<file path="config.mk">
export PLATFORM = sky130hd
export DESIGN_NAME = wrr_scheduler_ctrl
export DESIGN_NICKNAME = d
export VERILOG_FILES = /design/src/rtl/wrr_scheduler_ctrl.sv
export SDC_FILE = /design/constraint.sdc
export NUM_CORES = 1
export LEC_CHECK = 0
export BUFFER_PORTS_ARGS = -buffer_cell sky130_fd_sc_hd__buf_4
export CAP_MARGIN = 10
export CORE_MARGIN = 2
export CORE_UTILIZATION = 38
export CTS_BUF_LIST = sky130_fd_sc_hd__clkbuf_4
export CTS_CLUSTER_SIZE = 20
export DETAILED_ROUTE_END_ITERATION = 10
export GPL_ROUTABILITY_DRIVEN = 0
export PLACE_DENSITY_LB_ADDON = 0.15
export SYNTH_ARGS = -nofsm -noshare
export SYNTH_HDL_FRONTEND = slang
export SYNTH_SLANG_ARGS = --single-unit
</file>
<file path="constraint.sdc">
create_clock -name clk -period 2 [get_ports clk]
set_input_delay 0.1 -clock clk [delete_from_list [all_inputs] [get_ports clk]]
set_output_delay 0.1 -clock clk [all_outputs]
set_load 0.1 [all_outputs]
</file>
<file path="src/rtl/wrr_scheduler_ctrl.sv">
// Weighted round-robin controller: shares one output channel between N_INPUTS
// valid/ready requesters. A grant passes up to weight[g] beats (0 counts as 1),
// then priority rotates to the input after the grantee.
module wrr_scheduler_ctrl #(
    parameter int unsigned DATA_WIDTH   = 16,
    parameter int unsigned N_INPUTS     = 4,
    parameter int unsigned WEIGHT_WIDTH = 4,
    parameter int unsigned ID_WIDTH     = $clog2(N_INPUTS)
) (
    input  logic                             clk,
    input  logic                             rst,
    input  logic [N_INPUTS-1:0]              req_valid,
    input  logic [N_INPUTS*DATA_WIDTH-1:0]   req_data,
    output logic [N_INPUTS-1:0]              req_ready,
    input  logic [N_INPUTS*WEIGHT_WIDTH-1:0] weights,
    output logic                             out_valid,
    output logic [DATA_WIDTH-1:0]            out_data,
    input  logic                             out_ready,
    output logic                             out_last,
    output logic [ID_WIDTH-1:0]              grant_id,
    output logic                             busy
);

    typedef enum logic [0:0] {StIdle, StGrant} state_e;

    state_e                  state_q, state_d;
    logic [ID_WIDTH-1:0]     rr_ptr_q, rr_ptr_d;
    logic [ID_WIDTH-1:0]     grant_q, grant_d;
    logic [WEIGHT_WIDTH-1:0] credit_q, credit_d;

    logic [2*N_INPUTS-1:0]   rot;
    int                      pick_sum;
    logic                    found;
    logic [ID_WIDTH-1:0]     pick;
    logic [WEIGHT_WIDTH-1:0] pick_weight;
    logic                    g_valid;
    logic [DATA_WIDTH-1:0]   g_data;
    logic                    last_credit;
    logic [ID_WIDTH-1:0]     next_ptr;

    // Circular scan of req_valid starting at rr_ptr; first set bit wins
    always_comb begin
        rot      = {req_valid, req_valid} >> rr_ptr_q;
        found    = 1'b0;
        pick     = '0;
        pick_sum = 0;
        for (int k = 0; k < int'(N_INPUTS); k++) begin
            if (!found && rot[k]) begin
                found    = 1'b1;
                pick_sum = int'(rr_ptr_q) + k;
                if (pick_sum >= int'(N_INPUTS)) begin
                    pick_sum = pick_sum - int'(N_INPUTS);
                end
                pick = ID_WIDTH'(pick_sum);
            end
        end
    end

    // Per-input field selection for the scan winner and the current grantee
    always_comb begin
        pick_weight = '0;
        g_valid     = 1'b0;
        g_data      = '0;
        for (int i = 0; i < int'(N_INPUTS); i++) begin
            if (pick == ID_WIDTH'(i)) begin
                pick_weight = weights[i*WEIGHT_WIDTH +: WEIGHT_WIDTH];
            end
            if (grant_q == ID_WIDTH'(i)) begin
                g_valid = req_valid[i];
                g_data  = req_data[i*DATA_WIDTH +: DATA_WIDTH];
            end
        end
    end

    assign last_credit = (credit_q == WEIGHT_WIDTH'(1));
    assign next_ptr    = (grant_q == ID_WIDTH'(N_INPUTS - 1)) ? '0 : grant_q + ID_WIDTH'(1);
    assign grant_id    = grant_q;

    // Next-state and pass-through outputs; idle cycle doubles as arbitration bubble
    always_comb begin
        state_d   = state_q;
        rr_ptr_d  = rr_ptr_q;
        grant_d   = grant_q;
        credit_d  = credit_q;
        req_ready = '0;
        out_valid = 1'b0;
        out_data  = '0;
        out_last  = 1'b0;
        busy      = 1'b0;
        unique case (state_q)
            StIdle: begin
                if (found) begin
                    grant_d  = pick;
                    credit_d = (pick_weight == '0) ? WEIGHT_WIDTH'(1) : pick_weight;
                    state_d  = StGrant;
                end
            end
            StGrant: begin
                busy      = 1'b1;
                out_valid = g_valid;
                out_data  = g_valid ? g_data : '0;
                out_last  = g_valid && last_credit;
                for (int i = 0; i < int'(N_INPUTS); i++) begin
                    req_ready[i] = (grant_q == ID_WIDTH'(i)) && out_ready;
                end
                // Release on the final credited transfer or when the grantee runs dry
                if (!g_valid || (out_ready && last_credit)) begin
                    state_d  = StIdle;
                    rr_ptr_d = next_ptr;
                    grant_d  = '0;
                    credit_d = '0;
                end else if (out_ready) begin
                    credit_d = credit_q - WEIGHT_WIDTH'(1);
                end
            end
            default: state_d = StIdle;
        endcase
    end

    // State registers with asynchronous active-low reset
    always_ff @(posedge clk or negedge rst) begin
        if (!rst) begin
            state_q  <= StIdle;
            rr_ptr_q <= '0;
            grant_q  <= '0;
            credit_q <= '0;
        end else begin
            state_q  <= state_d;
            rr_ptr_q <= rr_ptr_d;
            grant_q  <= grant_d;
            credit_q <= credit_d;
        end
    end

endmodule

</file>
== Word-level counts from Yosys, hierarchy flattened ==
Index checks and enable logic that the tools add are counted.

* Add/subtract/negate cells: 9
* Magnitude comparators: 4
* Equality and inequality tests: 10
* Shift operators: 1
* Muxes and demuxes: 42
* Bitwise operators: 1
* Reduce and logical (&&, ||, !) cells: 20

{| class="wikitable"
|+ Operators by type and width
! kind !! count
|-
| $mux 16 || 6
|-
| $mux 4 || 9
|-
| $mux 2 || 11
|-
| $mux 1 || 13
|-
| $ge 3x3->1 const B || 3
|-
| $logic_and 1x1->1 || 9
|-
| $eq 2x2->1 const B || 4
|-
| $pmux 4 s2 || 1
|-
| $shr 8x2->4 || 1
|-
| $sub 2x1->2 const B || 4
|-
| $add 2x2->3 const B || 2
|-
| $reduce_and 2->1 || 3
|-
| $eq 2x1->1 const B || 2
|-
| $eq 4x1->1 const B || 1
|-
| $logic_not 1->1 || 4
|-
| $logic_not 2->1 || 2
|-
| $logic_not 4->1 || 1
|-
| $pmux 2 s2 || 1
|-
| $sub 4x1->4 const B || 1
|-
| $add 2x1->3 const B || 1
|-
| $ge 2x3->1 const B || 1
|-
| $ne 3x2->1 const B || 1
|-
| $add 2x1->2 const B || 1
|-
| $ne 2x1->1 const B || 1
|-
| 4 further kinds || 4
|}

* Flip-flop bits (word level): 9
* Output and inout bits: 25

== Depth between registers and ports, before layout ==
* Word-level depth: 20
* Mapped depth: 10
* Mapped depth without buffers: 8

== Worst setup path after synthesis ==
Ideal clock, no wire load.

* Path kind: register to output
* Start point: register grant_q[1] (netlist: grant_id[1])
* End point: output port out_data[10]
* Data arrival time: 3.577 ns
* Setup slack: -1.677 ns
* Stages on the path, launching flop included: 8
* Cell sequence: dfrtp_1 ha_1 clkbuf_1 a21oi_1 a221oi_2 o21ai_2 clkbuf_1 nor2_1

* Cells in the longest elaborated chain, start to end: 7

{| class="wikitable"
|+ RTL lines
! item !! line !! source
|-
| start, declared || 28 || <nowiki>logic [ID_WIDTH-1:0] grant_q, grant_d;</nowiki>
|-
| start signal, assigned || 130 || <nowiki>grant_q <= grant_d;</nowiki>
|-
| $logic_not 2->1 || 68 || <nowiki>if (grant_q == ID_WIDTH'(i)) begin</nowiki>
|-
| $mux 16 or $mux 1 (tied branches) (4 in series) || 68 ||
|-
| $mux 16 (*) || 101 || <nowiki>out_data = g_valid ? g_data : '0;</nowiki>
|-
| $mux 16 (*) || 90 || <nowiki>unique case (state_q)</nowiki>
|-
| end, declared || 17 || <nowiki>output logic [DATA_WIDTH-1:0] out_data,</nowiki>
|}

Every way passes the cells marked *; elsewhere a longest branch is shown, timed or not.

== Final worst setup path ==
* Start point: register grant_q[0] (netlist: grant_id[0])
* End point: output port out_data[3]

The elaborated chain is that of the path after synthesis.

==> key figures <==
Routing
  • DRT iter0 DRCs: 156
  • Metal2 WL: 3350 um
  • Routed WL: 6230 um
  • # DRC: 0
  • DRT met1 WL: 2290 um
  • Vias: 2203
  • Routed wire length per instance: 15.7 um
  • Uppermost routed layer: met4
  • Vias per inst: 5.55
  • Post-DRT Antenna Nets: 0
  • Met3 wire length: 467 um
  • Drt pass-1 iters: 4

Power
  • Pwr/cell area: 1900 nW/um^2
  • Leakage: 1.36 nW
  • VDD IR max: 951 uV

Layout
  • Reg area: 233 sq um
  • Ant diodes: 0
  • Fillcell total: 242
  • Fin util: 82.3%
  • Layout Area Growth over Synthesis: 106%
  • Multi-input gate area: 1400 sq um
  • Share of layout cells above drive strength 1: 53.0%
  • # nets final: 443

Synth
  • Top_reg_cell synth: dfrtp_1
  • Synth Register Bits: 9
  • Synthesized area: 1470 sq um
  • Syn_area_per_cell: 6.48 sq um
  • Asr flop ratio synth: 100%
  • Yosys warnings: 0
  • Seq/Total Area, Yosys: 15.3%
  • EDFF count, synth: 0
  • Synthesized Nets: 320
  • Synth cell types: 41
  • Post-Synthesis Cells: 227

Timing
  • Final setup viols: 24
  • RSZ-0062 raised after global routing: true
  • Crit share post-route: 113%
  • Final Slew Violations: 0
  • Final Critical Period: 2.27 ns
  • Worst Tran Pin Value: 0.502 ns
  • Final Hold Fails: 0
  • Max Clock Skew: 0.00633 ns
  • Slew headroom: 66.3%
  • Fmax: 441 MHz
  • Post-route setup slack: -0.267 ns

Global route
  • Initial antenna violation count: 0
  • Global-route wire length before repair: 9680 um
  • Vias in the first global route: 2149
  • GRT Util Overall: 28.4%
  • Largest net degree at the start of global routing: 26
  • GRT overflow: 0

Critical path
  • Worst reg2reg setup slack: -0.19 ns
  • Crit-path max FO: 8
  • Critical path startpoint: grant_id[0]
  • FF-to-FF Start: grant_id[1]
  • Arrival time at the worst endpoint: 2.17 ns
  • CP Data Required Time: 1.90 ns
  • WS Path Type: flop to output pin
  • Worst setup SP type: flop
  • R2R depth: 9
  • Crit end category: output pin

Run status
  • Failing checks: negative setup slack
  • Status: complete, but fails checks

Clocking
  • Clock Path Buffers: 2
  • Sink Count: 9
  • CTS Buf Count: 3
  • CTS tree: done
  • Number of H-tree levels: 1
  • Clk_lat worst skew: 0.27 ns
  • Root buffer cell: clkbuf_4
  • CTS clk-pin slew, worst paths: 0.07 ns

Placement
  • Hpwl dp: 4480 um
  • Pre-CTS WS: -0.163 ns
  • I/O Buffers: 111

Die
  • IO Pins: 112
  • Width of the die: 66.2 um
  • Total core area: 3690 sq um
  • Die height: 66.2 um
  • Cell Rows: 22
  • Die area: 4380 sq um
  • Initial Util: 39.9%

Min path
  • Min-Delay Path Class: input pin to async pin

Job
  • MaxCap Viol Count: 0
## timing repair
action | 4_1_cts | 5_1_grt
hold buffers | 1 | 0
gates resized for setup | 64 | 10
setup endpoints to repair | 25 | 25
cloned | 0 | 0
setup buffers | 2 | 1
pin swaps | 2 | 3
hold endpoints to repair | 9 | 0
## metal layers
metal	vias up	global-route usage [%]
li1	1063	-
met1	1031	28.9
met2	98	57.4
met3	11	4.77
met4	0	8.93
met5	-	0
## area by class of cell
type / count / share of cell area (%)
clock buffers: 4 / 0.990
multi-input cells: 193 / 46.2
inverters: 10 / 1.57
well taps: 48 / 1.98
flip-flops and latches: 9 / 7.67
repair buffers: 133 / 41.6
## worst max-delay path, stage by stage, from the launching register on
cell      delay [ns]
dfrtp_4         0.52
ha_4            0.20
nand3b_1        0.21
a221oi_4        0.33
o21ai_4         0.14
buf_12          0.20
nor2_4          0.11
buf_12          0.18
## report_power, final
| group | internal, mW | switching (mW) |
|---|---|---|
| Clock | 0.0908 | 0.0726 |
| Sequential | 0.285 | 0.154 |
| Combinational | 1.99 | 3.17 |
## worst paths after layout
kind	end
hold / removal	state_q
setup / recovery	out_data[3]
setup reg to reg	credit_q[3]
max in group asynchronous	grant_id[1]
hold reg to reg	credit_q[1]
min in group clk	credit_q[0]
## Yosys cell counts (4+ instances only)
| cell | number | area, sq um |
|---|---|---|
| a21oi_1 | 50 | 250 |
| nor2_1 | 35 | 131 |
| nand2_1 | 20 | 75.1 |
| nand3b_1 | 17 | 128 |
| and3_1 | 10 | 62.6 |
| clkbuf_1 | 10 | 37.5 |
| dfrtp_1 | 9 | 225 |
| inv_1 | 9 | 33.8 |
| o21ai_0 | 9 | 45.0 |
| ha_1 | 6 | 75.1 |
| nand3_1 | 6 | 30.0 |
| a22o_1 | 4 | 35.0 |
| buf_1 | 4 | 15.0 |
## flip-flops by register name, summed over array words and instances (netlist names)
name      count
grant_id      2
rr_ptr_q      2
credit_q      4
state_q       1
## placed cells by master (no fill, tap or decap), types with 3 or more instances in the layout
master      n
nand3_1     6
o21ai_0     5
ha_1        3
nor2_4     16
buf_6       6
and3_2      3
o211ai_1    3
nor2_1     19
nand3b_1   17
a22o_1      4
dfrtp_1     7
buf_12     19
a21oi_2     9
inv_1       7
buf_4     107
clkbuf_4    4
ha_4        3
a211o_1     3
o21ai_1     6
and3_1      5
a211oi_1    3
a21oi_1    40
nand2_1    19
## metrics by stage
stage | hold WS [ns] | setup TNS, ns | std cells | power (mW) | cell area [sq um]
final | 0.199 | -5.12 | 397 | 5.76 | 3030
after global routing | 0.222 | -7.12 | 397 | 6.08 | 3030
after floorplan | -0.196 | -10.03 | 227 | 3.93 | 1730
after global placement | -0.0643 | -1.50 | 389 | 4.82 | 2680
after detailed placement | -0.0645 | -2.54 | 389 | 4.88 | 2680
after CTS | 0.203 | -4.26 | 396 | 5.61 | 3000
## kinds of logic (layout without fill, tap and decap cells)
logic type      after synthesis  in the layout  synth area share (%)
compound gates               88             88                  37.8
fa+ha+maj                     6              6                  5.11
buf+inv                      25            147                  6.47
flops                         9              9                  15.3
mux                           2              2                  1.45
simple gates                 97             97                  33.9
(Power assumes the default switching activity.)
